### src/rtl/pc_sequencer.sv
// Next-address controller for the program counter: drives PC load/k from control-flow ops, with a return stack and post-transfer flush.
// Optional macro PC_SEQ_TRAP_EN: stack faults trap to TRAP_VEC and halt.
module pc_sequencer #(
  parameter int          DEPTH     = 4,
  parameter int          SPW       = 3,
  parameter logic [7:0]  RESET_VEC = 8'h00,
  parameter int          FLUSH_CYC = 1,
  parameter logic [7:0]  TRAP_VEC  = 8'hF0
) (
  input  logic           clk,
  input  logic           reset,
  input  logic [7:0]     pc_cur,
  input  logic [2:0]     op,
  input  logic           op_valid,
  input  logic [7:0]     target,
  input  logic           zero,
  input  logic           stall,
  output logic           load,
  output logic [7:0]     k,
  output logic           flush,
  output logic [SPW-1:0] sp,
  output logic           stk_full,
  output logic           stk_empty,
  output logic           fault
);

  localparam int AW = (DEPTH > 1) ? $clog2(DEPTH) : 1;

  typedef enum logic [1:0] {RUN, FLUSH, HALT} state_t;

  state_t         state_reg;
  logic [1:0]     flush_cnt_reg;
  logic [SPW-1:0] sp_reg;
  logic           fault_reg;
  logic           halt_pend_reg;
  logic [7:0]     stack_mem [DEPTH];

  logic          active, br_taken, push, pop, stk_fault, trap_hit, xfer;
  logic [AW-1:0] wr_idx, top_idx;

  assign stk_full  = (sp_reg == SPW'(DEPTH));
  assign stk_empty = (sp_reg == '0);
  assign sp        = sp_reg;
  assign fault     = fault_reg;
  assign flush     = (state_reg != RUN);
  assign wr_idx    = AW'(sp_reg);
  assign top_idx   = AW'(sp_reg - 1'b1);

  // Ops are only honoured in RUN on an unstalled cycle.
  assign active    = !reset && (state_reg == RUN) && !stall && op_valid;
  assign br_taken  = active && ((op == 3'd1) || (op == 3'd2 && zero) || (op == 3'd3 && !zero));
  assign push      = active && (op == 3'd4) && !stk_full;
  assign pop       = active && (op == 3'd5) && !stk_empty;
  assign stk_fault = active && (((op == 3'd4) && stk_full) || ((op == 3'd5) && stk_empty));

`ifdef PC_SEQ_TRAP_EN
  assign trap_hit = stk_fault;
`else
  assign trap_hit = 1'b0;
`endif

  assign xfer = br_taken || push || pop || trap_hit;

  always_comb begin
    load = 1'b0;
    k    = pc_cur;
    if (reset) begin
      load = 1'b1;
      k    = RESET_VEC;
    end else if (state_reg == HALT || stall) begin
      load = 1'b1;
      k    = pc_cur;
    end else if (pop) begin
      load = 1'b1;
      k    = stack_mem[top_idx];
    end else if (br_taken || push) begin
      load = 1'b1;
      k    = target;
    end else if (trap_hit) begin
      load = 1'b1;
      k    = TRAP_VEC;
    end
  end

  // Stack contents need no reset: sp=0 makes stale entries unreachable.
  always_ff @(posedge clk) begin
    if (push) stack_mem[wr_idx] <= pc_cur + 8'd1;
  end

  always_ff @(posedge clk or posedge reset) begin
    if (reset) begin
      state_reg     <= RUN;
      flush_cnt_reg <= 2'd0;
      sp_reg        <= '0;
      fault_reg     <= 1'b0;
      halt_pend_reg <= 1'b0;
    end else begin
      if (push)      sp_reg <= sp_reg + 1'b1;
      else if (pop)  sp_reg <= sp_reg - 1'b1;
      if (stk_fault) fault_reg <= 1'b1;

      case (state_reg)
        RUN: begin
          if (xfer && FLUSH_CYC > 0) begin
            state_reg     <= FLUSH;
            flush_cnt_reg <= 2'(FLUSH_CYC);
            halt_pend_reg <= trap_hit;
          end else if (trap_hit) begin
            state_reg <= HALT;
          end
        end
        FLUSH: begin
          if (!stall) begin
            flush_cnt_reg <= flush_cnt_reg - 2'd1;
            if (flush_cnt_reg == 2'd1) begin
              state_reg     <= halt_pend_reg ? HALT : RUN;
              halt_pend_reg <= 1'b0;
            end
          end
        end
        default: state_reg <= HALT;
      endcase
    end
  end

endmodule

### config.mk
export PLATFORM = sky130hd
export DESIGN_NAME = pc_sequencer
export DESIGN_NICKNAME = d
export VERILOG_FILES = /design/src/rtl/pc_sequencer.sv
export SDC_FILE = /design/constraint.sdc
export NUM_CORES = 1
export LEC_CHECK = 0
export BUFFER_PORTS_ARGS = -buffer_cell sky130_fd_sc_hd__buf_2
export CAP_MARGIN = 20
export CORE_MARGIN = 2
export CORE_UTILIZATION = 30
export DETAILED_ROUTE_END_ITERATION = 10
export GPL_TIMING_DRIVEN = 0
export PLACE_DENSITY_LB_ADDON = 0.05
export SYNTH_ARGS = -nofsm -noshare
export SYNTH_HDL_FRONTEND = slang
export SYNTH_SLANG_ARGS = --single-unit
export TNS_END_PERCENT = 50
### constraint.sdc
create_clock -name clk -period 5.1 [get_ports clk]
set_input_delay 0.765 -clock clk [delete_from_list [all_inputs] [get_ports clk]]
set_output_delay 0.765 -clock clk [all_outputs]
set_load 0.01 [all_outputs]
* Word-level counts from Yosys, hierarchy flattened
Memories as Yosys holds them, arrays and structs flattened.
Cells that the tools add are included.
** Word-level totals
- Flip-flop bits (word level) :: 9
- RAM bits :: 32
- Input port bits :: 24
- Output and inout bits :: 16
- Word-level logic and storage cells :: 77
- Memories kept :: 1
** Operators by class
- Add/subtract/negate cells :: 4
- Equal/unequal tests :: 12
- Multiplexer cells :: 23
- Reduce and logical (&&, ||, !) cells :: 32
** Memories
- stack_mem :: words 4, width 8, rd ports 1, clocked after memory_dff 0, wr ports 1, line 36 : logic [7:0] stack_mem [DEPTH];
** Operators with widths (count)
- 8-bit two-way mux :: 4
- 1-bit logical AND :: 13
- 2-bit two-way mux :: 5
- 3-bit == test, second input constant :: 3
- 1-bit two-way mux :: 9
- 8-bit by 1-bit adder with 8-bit output, second input constant :: 1
- 2-bit one-hot mux with 2 select lines :: 2
- 3-bit by 2-bit == test with 1-bit output, second input constant :: 2
- 1-bit logical OR :: 6
- 3-bit two-way mux :: 2
- 2-bit inequality test, second input constant :: 3
- 3-bit AND reduction :: 2
- 2-bit nonzero test :: 3
- 1-bit zero test :: 5
- 2-bit by 1-bit == test with 1-bit output, second input constant :: 2
- 4-bit AND reduction :: 1
- 3-bit by 1-bit adder with 3-bit output, second input constant :: 1
- 3-bit by 1-bit == test with 1-bit output, second input constant :: 1
- 3-bit zero test :: 1
- 3-bit by 1-bit subtractor with 3-bit output, second input constant :: 1
- 2-bit == test, second input constant :: 1
- 2-bit zero test :: 1
- 1-bit one-hot mux with 2 select lines :: 1
- 2-bit by 1-bit subtractor with 2-bit output, second input constant :: 1

* Longest topological paths before layout
- Depth in word-level cells :: 11
- Gate-level depth with buffers :: 9
- Gate-level depth less buffers :: 7

* Worst setup path after synthesis
OpenSTA, ideal clock, no wires.
- Path type :: register to output
- Start :: register sp_reg[0], in the netlist sp[0]
- End :: output k[0]
- Arrival time :: 2030 ps
- Data required time :: 4335 ps
- Path slack :: 2305 ps
- Stages on the path, launching flop included :: 10
- Path buffers :: 2
- Path through :: dfrtp_1 buf_6 inv_1 ha_1 nor2b_1 and3_2 a211oi_4 buf_6 o221ai_1 a21oi_1
** Between the ends
- Elaborated cells on any way between the ends :: 13
- Classes of those cells :: 1 x add/sub; 1 x eq/ne; 4 x mux; 6 x reduce/logical; 1 x memory
** RTL lines
- start: declaration :: line 33 : logic [SPW-1:0] sp_reg;
- start signal: assignment :: line 98 : if (push) sp_reg <= sp_reg + 1'b1;
- start signal: assignment :: line 99 : else if (pop) sp_reg <= sp_reg - 1'b1;
- 3-bit zero test :: line 42 : assign stk_empty = (sp_reg == '0);
- named net stk_empty :: line 23 : output logic stk_empty,
- 1-bit zero test :: line 53 : assign pop = active && (op == 3'd5) && !stk_empty;
- 1-bit logical AND :: line 53
- 8-bit two-way mux :: line 73 : end else if (pop) begin
- 8-bit two-way mux :: line 70 : end else if (state_reg == HALT || stall) begin
- 8-bit two-way mux :: line 67 : if (reset) begin
- end: declaration :: line 19 : output logic [7:0] k,
The timed path passes the listed nets, and every way through them passes these cells.

* Worst setup path in the final report
- Start :: register sp_reg[0], in the netlist sp[0]
- End :: output k[0]
** Between the ends
- Word-level cells in the longest chain between the ends :: 8
- Elaborated cells on any way between the ends :: 13
- Classes of those cells :: 1 x add/sub; 1 x eq/ne; 4 x mux; 6 x reduce/logical; 1 x memory
** RTL lines (line)
- parallel branches: the longest is 5 deep, another holds memory read 4 x 8 bit
- 8-bit two-way mux * :: 73
- 8-bit two-way mux * :: 70
- 8-bit two-way mux * :: 67
Every way passes the cells marked *.

==> results.md <==
- Worst EP arrival: between 2000 and 3000 ps
- Largest net degree at the start of global routing: 17
- Number of global-route vias before repair: around 1500
- Layout area overhead: 20.6%
- Peak Freq: 287 MHz
- Mean Syn Cell Area: around 14 µm²
- Leading post-synthesis cells by cell area: edfxtp_1, dfrtp_1, mux4_2
- Outcome: complete, no violations
- Routed met3 length: approximately 260 µm
- Pleak: between 1 and 1.5 nW
- Final cycle utilization of the critical path: between 60% and 70%
- Die X-Extent: just under 90 µm
- Register bit count reported by yosys: 40
- Htree depth: 2
- Share of cells above drive strength 1: a little under a third
- Row count: 30
- Most numerous cell in the Yosys netlist: edfxtp_1
- Final Setup Violations: 0
- Setup TNS: 0 ps
- Post-Syn Instances: 151
- First-pass GRT wire length: ~7600 µm
- Chip height: around 87 µm
- # diodes: 0
- Largest register FFs: 32
- CTS Buf Count: 5
- Initial Util: 30.5%
- Initial antenna violation count: 0
- PostCTS Resize Cnt: 0
- Yosys warning count: 0
- Post-CTS Setup Inserts: 0
- Final Max Slew Viols: 0
- Clk_lat worst skew: 290 ps
- Peak VDD IR: about 150 µV
- Final Instance Area: approximately 0.0025 mm²
- Register area share after synthesis: a little under three fifths
- Setup CP Type: register to output pin
- 1st-iter DRT viols: 47
- Routability cong.: 0.719
- Hold/Removal Path Class: register to register
- CP Capture Type: output pin
- Clock slew at reported path FFs: ~70 ps
- Hold slack: roughly 460 ps
- Crit start category: register
- CTS tree: built
- Fin. Hold Viols: 0
- Hold bufs inserted after CTS: 0
- I/O Buffers: 38
- Die area: 0.00752 mm²
- Post-DP Area: roughly 0.0023 mm²
- Top Layer Used: met4
- TritonRoute pass-1 iters: 4
- Routed wire length: approximately 4700 µm
- RSZ-0062 raised after global routing: no
- Synthesized area: around 0.0021 mm²
- Async SR Flop Fraction: 20.0%
- Mapped Nets: around 180
- Final min period: around 3500 ps
- # clock sinks: 40
- Clock skew: about 4.7 ps
- Tot GR Track Use: between 10 and 15%
- Worst reg-to-reg setup slack: about 2500 ps
- Number of max-cap violations: 0
- Clock Path Buffers: 2
- Post-synth EDFFs: 32
- PwrDens: between 400 and 500 mW/mm²
- Yosys top cell by area: edfxtp_1
- Crit Path Max Fanout: 10
- Vias per inst: roughly 5.0
- Worst Path Required: roughly 4300 ps
- I/O pin total: 40
- Prevailing post-synth register cell: edfxtp_1
- Most instantiated cells after synthesis: edfxtp_1, inv_1, a21oi_1
- Hpwl dp: 3390 µm
- Slew margin rel.: a little under 50%
- Antenna viol nets, final: 0
- Met2 wire length: 2250 µm
- Core ar.: between 0.006 and 0.007 mm²
- Wirelength per Cell: 17.0 µm
- Total number of vias: 1372
- Distinct cells, synth: 38
- Post-layout nets: around 230
- Grt ovf: 0
- Root Driver: clkbuf_8
- Slew at the pin closest to its max-slew limit: roughly 760 ps
- Metal1 wirelength: 2150 µm
- Area share of the largest cell type after synthesis: between 40% and 50%
- Residual DRC: 0
==> final cells by class <==
cell class                 count  area (µm²)
timing repair buffer          38         190
multi-input combinational     88         773
fill                         660        4240
clock inverter                 2        60.1
sequential                    40        1160
tap                           80         100
inverter                      17        63.8
clock buffer                   6        72.6
buffer                         6        53.8
==> path summary, 6_finish.rpt <==
path                                    to  start  cells past startpoint
min                                  fault  fault                      1
max in group asynchronous            sp[2]  reset                      2
max reg2reg                stack_mem[1][1]  sp[0]                      6
max                                   k[0]  sp[0]                      8
min in group asynchronous     state_reg[0]  reset                      2
min reg2reg                          fault  fault                      1
==> critical path: stages (launching register included) <==
cell and delay (ps):
dfrtp_1 430, buf_6 210, inv_1 110, ha_1 320, dlygate4sd1_1 530, mux4_2 400
o221ai_1 200, a21oi_1 60, buf_2 170
==> metrics by stage <==
step | total power, mW | utilization, % | worst slack [ps] | cells
final | 1.02 | 36.8 | 1620 | 277
after CTS | 1.04 | 36.8 | 1520 | 277
after detailed placement | 0.738 | 34.9 | 1860 | 269
after global placement | 0.732 | 34.9 | 1890 | 269
after floorplan | 0.638 | - | 2310 | 151
after global routing | 1.09 | 36.8 | 1370 | 277
==> cells in the final DEF, fill, tap and decap left out, drive strengths merged <==
cell type,n
o31ai,1
o21bai,2
a21oi,10
xnor2,7
nand2,3
nor2b,3
a2bb2oi,1
o211ai,2
buf,42
and3,3
mux4,8
mux2i,1
clkinv,1
edfxtp,32
nand3,6
o21a,1
nand3b,2
and4bb,1
clkbuf,7
nor2,5
a211oi,1
dfrtp,8
inv,16
bufinv,2
o221ai,8
ha,7
or3,1
a21boi,1
nor3,2
and4,1
xor2,2
and2,5
a31o,1
nand2b,2
nand4,1
dlygate4sd1,1
==> report_power, final <==
group	internal, mW	total [mW]	leakage (nW)	switching [mW]
Combinational	0.158	0.320	0.546	0.163
Clock	0.196	0.301	0.0654	0.105
Sequential	0.379	0.401	0.389	0.0217
==> cell families (layout without fill, tap and decap cells) <==
family          Yosys count  count (layout)  synth area share [%]
compound gates           28              28                  10.4
xor+xnor                  9               9                  3.84
fa+ha+maj                 7               7                  4.27
buf+inv                  23              69                  5.73
flops                    40              40                  56.6
mux                       9               9                  9.27
simple gates             35              35                  9.88
==> routing by layer <==
metal  vias up  track usage [%]
met2        37             21.9
met4         0             3.84
met3         4             3.33
met1       678             18.5
li1        653                -
met5         -                0
(Power assumes the default switching activity.)
